`src/rtl/hex_display_sched.sv`:
```
// rtl/hex_display_sched.sv - six-digit scanned hex display with BCD score counter
//
// hex_decoder: 4-bit value to active-low seven-segment pattern.
//   i_val  [3:0]  value to decode
//   o_seg  [6:0]  segments, bit0 = a .. bit6 = g, 0 = segment lit
//
// hex_display_sched: holds a four-digit BCD score (digits 3..0) and two
// general hex digits (5..4), and refreshes HEX0..HEX5 one slot at a time
// through a single shared decoder.
//   clock             rising-edge clock
//   reset             synchronous active-high reset
//   inc               add 1 to the score (dropped while busy or at 9999)
//   clr               clear the score; overrides inc and aborts a carry
//   wr_en/wr_addr/wr_data  write a general digit (only addresses 4 and 5)
//   busy              score carry sequence in progress
//   frame             one-cycle pulse after HEX5 has been refreshed
//   HEX0..HEX5        registered active-low segment drives

module hex_decoder (
  input  logic [3:0] i_val,
  output logic [6:0] o_seg
);

  always_comb begin
    o_seg = 7'h7F;
    case (i_val)
      4'h0: o_seg = 7'h40;
      4'h1: o_seg = 7'h79;
      4'h2: o_seg = 7'h24;
      4'h3: o_seg = 7'h30;
      4'h4: o_seg = 7'h19;
      4'h5: o_seg = 7'h12;
      4'h6: o_seg = 7'h02;
      4'h7: o_seg = 7'h78;
      4'h8: o_seg = 7'h00;
      4'h9: o_seg = 7'h10;
      4'hA: o_seg = 7'h08;
      4'hB: o_seg = 7'h03;
      4'hC: o_seg = 7'h46;
      4'hD: o_seg = 7'h21;
      4'hE: o_seg = 7'h06;
      4'hF: o_seg = 7'h0E;
      default: o_seg = 7'h7F;
    endcase
  end

endmodule

module hex_display_sched #(
  parameter int unsigned SCAN_DIV = 4,
  parameter bit          LZB      = 1'b1
) (
  input  logic       clock,
  input  logic       reset,
  input  logic       inc,
  input  logic       clr,
  input  logic       wr_en,
  input  logic [2:0] wr_addr,
  input  logic [3:0] wr_data,
  output logic       busy,
  output logic       frame,
  output logic [6:0] HEX0,
  output logic [6:0] HEX1,
  output logic [6:0] HEX2,
  output logic [6:0] HEX3,
  output logic [6:0] HEX4,
  output logic [6:0] HEX5
);

  typedef enum logic {
    S_IDLE  = 1'b0,
    S_CARRY = 1'b1
  } state_t;

  localparam logic [7:0] DIV_LAST = 8'(SCAN_DIV - 1);

  // Score FSM
  state_t      r_state;
  state_t      w_state_nxt;
  logic [1:0]  r_k;
  logic [1:0]  w_k_nxt;
  logic [15:0] r_score;       // BCD, digit 0 in [3:0]
  logic [15:0] w_score_nxt;
  logic [3:0]  w_cur_digit;
  logic        w_score_max;

  // General digits
  logic [3:0]  r_dig4;
  logic [3:0]  r_dig5;

  // Scanner
  logic [7:0]  r_div;
  logic [2:0]  r_slot;
  logic        r_frame;
  logic [6:0]  r_hex [6];
  logic        w_div_last;
  logic [3:0]  w_slot_val;
  logic        w_slot_blank;
  logic [6:0]  w_seg;

  assign w_cur_digit = r_score[{r_k, 2'b00} +: 4];
  assign w_score_max = (r_score == 16'h9999);

  always_comb begin
    w_state_nxt = r_state;
    w_k_nxt     = r_k;
    w_score_nxt = r_score;
    if (clr) begin
      w_state_nxt = S_IDLE;
      w_k_nxt     = 2'd0;
      w_score_nxt = 16'h0000;
    end else begin
      case (r_state)
        S_IDLE: begin
          if (inc && !w_score_max) begin
            w_state_nxt = S_CARRY;
            w_k_nxt     = 2'd0;
          end
        end
        S_CARRY: begin
          if (w_cur_digit == 4'd9) begin
            w_score_nxt[{r_k, 2'b00} +: 4] = 4'd0;
            // Saturation at 9999 keeps k from running past digit 3; the
            // guard only stops a wrap if that invariant were ever broken.
            if (r_k == 2'd3) begin
              w_state_nxt = S_IDLE;
              w_k_nxt     = 2'd0;
            end else begin
              w_k_nxt = r_k + 2'd1;
            end
          end else begin
            w_score_nxt[{r_k, 2'b00} +: 4] = w_cur_digit + 4'd1;
            w_state_nxt = S_IDLE;
            w_k_nxt     = 2'd0;
          end
        end
        default: begin
          w_state_nxt = S_IDLE;
          w_k_nxt     = 2'd0;
        end
      endcase
    end
  end

  always_ff @(posedge clock) begin
    if (reset) begin
      r_state <= S_IDLE;
      r_k     <= 2'd0;
      r_score <= 16'h0000;
    end else begin
      r_state <= w_state_nxt;
      r_k     <= w_k_nxt;
      r_score <= w_score_nxt;
    end
  end

  always_ff @(posedge clock) begin
    if (reset) begin
      r_dig4 <= 4'd0;
      r_dig5 <= 4'd0;
    end else if (wr_en) begin
      if (wr_addr == 3'd4) r_dig4 <= wr_data;
      if (wr_addr == 3'd5) r_dig5 <= wr_data;
    end
  end

  assign w_div_last = (r_div == DIV_LAST);

  always_comb begin
    w_slot_val = 4'd0;
    case (r_slot)
      3'd0: w_slot_val = r_score[3:0];
      3'd1: w_slot_val = r_score[7:4];
      3'd2: w_slot_val = r_score[11:8];
      3'd3: w_slot_val = r_score[15:12];
      3'd4: w_slot_val = r_dig4;
      3'd5: w_slot_val = r_dig5;
      default: w_slot_val = 4'd0;
    endcase
  end

  // A score digit is blank when it and every score digit above it are zero.
  always_comb begin
    w_slot_blank = 1'b0;
    if (LZB) begin
      case (r_slot)
        3'd1: w_slot_blank = (r_score[15:4] == 12'h000);
        3'd2: w_slot_blank = (r_score[15:8] == 8'h00);
        3'd3: w_slot_blank = (r_score[15:12] == 4'h0);
        default: w_slot_blank = 1'b0;
      endcase
    end
  end

  hex_decoder u_dec (
    .i_val (w_slot_val),
    .o_seg (w_seg)
  );

  always_ff @(posedge clock) begin
    if (reset) begin
      r_div   <= 8'd0;
      r_slot  <= 3'd0;
      r_frame <= 1'b0;
      for (int i = 0; i < 6; i++) r_hex[i] <= 7'h7F;
    end else begin
      r_frame <= w_div_last && (r_slot == 3'd5);
      if (w_div_last) begin
        r_hex[r_slot] <= w_slot_blank ? 7'h7F : w_seg;
        r_slot        <= (r_slot == 3'd5) ? 3'd0 : r_slot + 3'd1;
        r_div         <= 8'd0;
      end else begin
        r_div <= r_div + 8'd1;
      end
    end
  end

  assign busy  = (r_state == S_CARRY);
  assign frame = r_frame;
  assign HEX0  = r_hex[0];
  assign HEX1  = r_hex[1];
  assign HEX2  = r_hex[2];
  assign HEX3  = r_hex[3];
  assign HEX4  = r_hex[4];
  assign HEX5  = r_hex[5];

endmodule
```
`config.mk`:
```
export PLATFORM = sky130hd
export DESIGN_NAME = hex_display_sched
export DESIGN_NICKNAME = d
export VERILOG_FILES = /design/src/rtl/hex_display_sched.sv
export SDC_FILE = /design/constraint.sdc
export NUM_CORES = 1
export LEC_CHECK = 0
export ABC_AREA = 1
export BUFFER_PORTS_ARGS = -buffer_cell sky130_fd_sc_hd__buf_2
export CELL_PAD_IN_SITES_DETAIL_PLACEMENT = 0
export CELL_PAD_IN_SITES_GLOBAL_PLACEMENT = 1
export CORE_MARGIN = 3
export CORE_UTILIZATION = 47
export DETAILED_ROUTE_END_ITERATION = 10
export PLACE_DENSITY_LB_ADDON = 0.08
export SLEW_MARGIN = 30
export SYNTH_ARGS = -nofsm -noshare
export SYNTH_HDL_FRONTEND = slang
export SYNTH_SLANG_ARGS = --single-unit
export TNS_END_PERCENT = 20
```
`constraint.sdc`:
```
create_clock -name clock -period 6.2 [get_ports clock]
set_clock_uncertainty 0.1 [all_clocks]
set_input_delay 1.86 -clock clock [delete_from_list [all_inputs] [get_ports clock]]
set_output_delay 1.86 -clock clock [all_outputs]
set_load 0.005 [all_outputs]
```
==> flow_metrics.py <==
metrics = {
    "routing": {
        "vias": 3620,
        "drtAntennaViolNets": 0,
        "detail_route.first_pass.iterations": 4,
        "vias_per_cell": 5.38,
        "drtIter0Drc": 145,
        "post_drt_wl_per_cell_um": 15.5,
        "wl_um": 10500,
        "drc_errors": 0,
    },
    "pwr": {
        "power_density_mw_per_mm2": 212,
        "p_leak_nw": 1.69,
        "power_w": 0.00103,
        "ir_drop_uv": 138,
    },
    "setup_path": {
        "endpoint_kind": "flip-flop",
        "crit_path_start_kind": "primary input",
        "path_max_fanout": 13,
        "required_ns": 6.15,
        "arrival_ns": 3.41,
        "critPathKind": "in2reg",
    },
    "timing": {
        "report.final.setup_viol": 0,
        "worstMarginPinSlew_ns": 0.738,
        "min_period_over_period": 0.557,
        "hold_viol_final": 0,
        "tns_ns": 0,
        "min_period_ns": 3.45,
        "setup_slack_ns": 2.75,
        "relSlewSlack": 0.504,
        "rsz0062_at_grt": "false",
        "maxSlewViolCount": 0,
        "fmax_ghz": 0.290,
    },
    "global_routing": {
        "grt.busiest_layer": "met2",
        "grt_pass1_vias": 3353,
        "gr-usage-all-layers": 0.208,
        "grt-ovfl-total": 0,
        "met2_usage": 0.346,
        "grt_pass1_wl_um": 16800,
        "antenna_found_initial": 0,
        "grt_max_degree": 31,
        "met3_usage": 0.0396,
        "grt_use_met1": 0.272,
    },
    "yosys": {
        "async_reset_ff_frac": 0,
        "synth_compound_area_frac": 0.0724,
        "synthSimpleGateAreaFrac": 0.330,
        "synth_top_area_frac": 0.292,
        "synthTopCellsByArea": "edfxtp_1 (29%), dfxtp_1 (18%), nand2_1 (9.7%)",
        "synthMuxAreaShare": 0,
        "synth_ff_type": "edfxtp_1",
        "synthesis.area_mm2": 0.00432,
        "synth_adder_area_share": 0.0493,
        "synth_top_family_by_area": "simple AND/OR/NAND/NOR gates",
        "synth_seq_cells": 81,
        "yosysWarningCount": 0,
        "synth_top_cell_by_area": "edfxtp_1",
        "synth-seq-area-share": 0.473,
        "synth_edf_count": 42,
        "synthCells": 509,
        "synth_xor_xnor_area_share": 0.00203,
        "syn-num-nets": 538,
        "syn_avg_cell_area_um2": 8.48,
        "synth.distinct_cells": 38,
    },
    "floorplan": {
        "die_h_um": 102,
        "ios": 56,
        "fp.coreArea_mm2": 0.00881,
        "start_util": 0.490,
        "num_rows": 34,
        "dieArea_mm2": 0.0104,
        "die_w_um": 102,
    },
    "clock_tree": {
        "cts_buffers": 9,
        "cts_tree": "yes",
        "cts-root-buf": "clkbuf_8",
        "cts_setup_buffers": 0,
        "clk_latency_ns": 0.36,
        "cts_resized": 0,
        "cts_hold_buf": 0,
        "path_clk_slew_ns": 0.10,
        "cts.sinks": 81,
        "cts_htree_levels": 3,
        "clockBufferDepth": 2,
    },
    "finish": {
        "nFillCells": 838,
        "layout.nets": 589,
        "n_antenna_cell": 0,
        "synthToLayoutAreaGrowth_pct": 12.1,
        "drive_above_1_share": 0.200,
        "fin_cells": 673,
    },
    "place": {
        "globalplace.congestion": 0.811,
        "io_buffers": 55,
        "post-place-ws_ns": 2.36,
        "place_inst": 657,
        "dp_hpwl_um": 7940,
    },
    "job": {
        "cap_violations": 0,
    },
    "worst_hold_path": {
        "hold_path.class": "reg2reg",
    },
    "status": {
        "status": "complete, no violations",
    },
}
metrics by stage:
step           utilization  instance area [um^2]  hold slack (ns)
6_report             0.550                  4840            0.355
4_1_cts              0.550                  4840            0.361
3_5_place_dp         0.526                  4630            0.347
2_1_floorplan            -                  4320            0.318
5_1_grt              0.550                  4840            0.387
3_3_place_gp         0.526                  4630            0.330
cell families (layout without fill, tap and decap cells):
logic type | after synthesis | after routing
DFF | 81 | 81
AOI/OAI and AO/OA | 58 | 58
adders and majority gates | 17 | 17
buffers and inverters | 71 | 127
xor gates and xnor gates | 1 | 1
and+or+nand+nor | 281 | 281
registers in the layout, summed over array words and instances (netlist names):
name	flops
r_score	16
frame	1
r_hex	42
r_slot	3
r_dig4	4
r_k	2
busy	1
r_dig5	4
r_div	8
cells in the final DEF (no fill, tap or decap), types with 2 or more instances in the layout:
cell type,netlist,layout
nand2_8,2,2
o21ai_0,18,15
inv_1,48,48
buf_2,5,55
nand3b_1,2,2
clkbuf_8,0,9
nand3_1,62,62
dfxtp_1,39,39
or2_2,3,3
nor4_1,3,3
nand4_1,35,35
nand3_2,6,6
o21ai_1,2,5
nor2_2,6,6
a21oi_1,33,33
ha_1,17,17
nand2_2,8,8
inv_6,1,4
nand2_1,112,112
inv_2,6,6
nor3_1,7,7
nand2_4,3,3
nor2_1,27,27
edfxtp_1,42,42
report_power, final:
group	switching (W)	total (W)	internal [W]
logic	0.0000356	0.0000497	0.0000141
clock network	0.000211	0.000405	0.000194
registers	0.00000584	0.000574	0.000568
final cells by class:
class / count / area, um^2 / share of cell area
multi-input combinational: 357 / 1960 / 0.405
tap: 108 / 135 / 0.0279
clock inverter: 7 / 83.8 / 0.0173
inverter: 55 / 211 / 0.0437
clock buffer: 9 / 124 / 0.0256
timing repair buffer: 56 / 283 / 0.0584
sequential: 81 / 2040 / 0.422
path summary, 6_finish.rpt:
path | slack, ns | cells past startpoint | to | from
setup / recovery | 2.75 | 5 | r_hex[0][5]$_SDFFCE_PN1P_ | reset
hold / removal | 0.35 | 2 | r_dig4[0]$_SDFFE_PP0P_ | r_dig4[0]$_SDFFE_PP0P_
setup reg to reg | 3.17 | 10 | r_hex[2][3]$_SDFFCE_PN1P_ | r_slot[2]$_SDFFE_PP0N_
hold reg to reg | 0.35 | 2 | r_dig4[0]$_SDFFE_PP0P_ | r_dig4[0]$_SDFFE_PP0P_
routing by layer:
metal  share of wire  vias to the layer above
met2            0.48                      100
met5               0                        -
met3           0.059                       14
met1            0.45                     1666
met4           0.013                        0
li1                -                     1840
worst max-delay path, stage by stage:
cell and delay (ns):
buf_2 0.13, inv_1 0.26, nand2_2 0.19, nor3_1 0.60
or2_1 0.36
cell usage after synthesis, drive strengths merged (8+ instances only):
cell type	instances
nand3	69
edfxtp	42
nand2	125
inv	55
buf	13
ha	17
nor3	8
nor2	34
dfxtp	39
nand4	35
o21ai	21
a21oi	34
No activity file was read; power rests on OpenSTA's default activity.
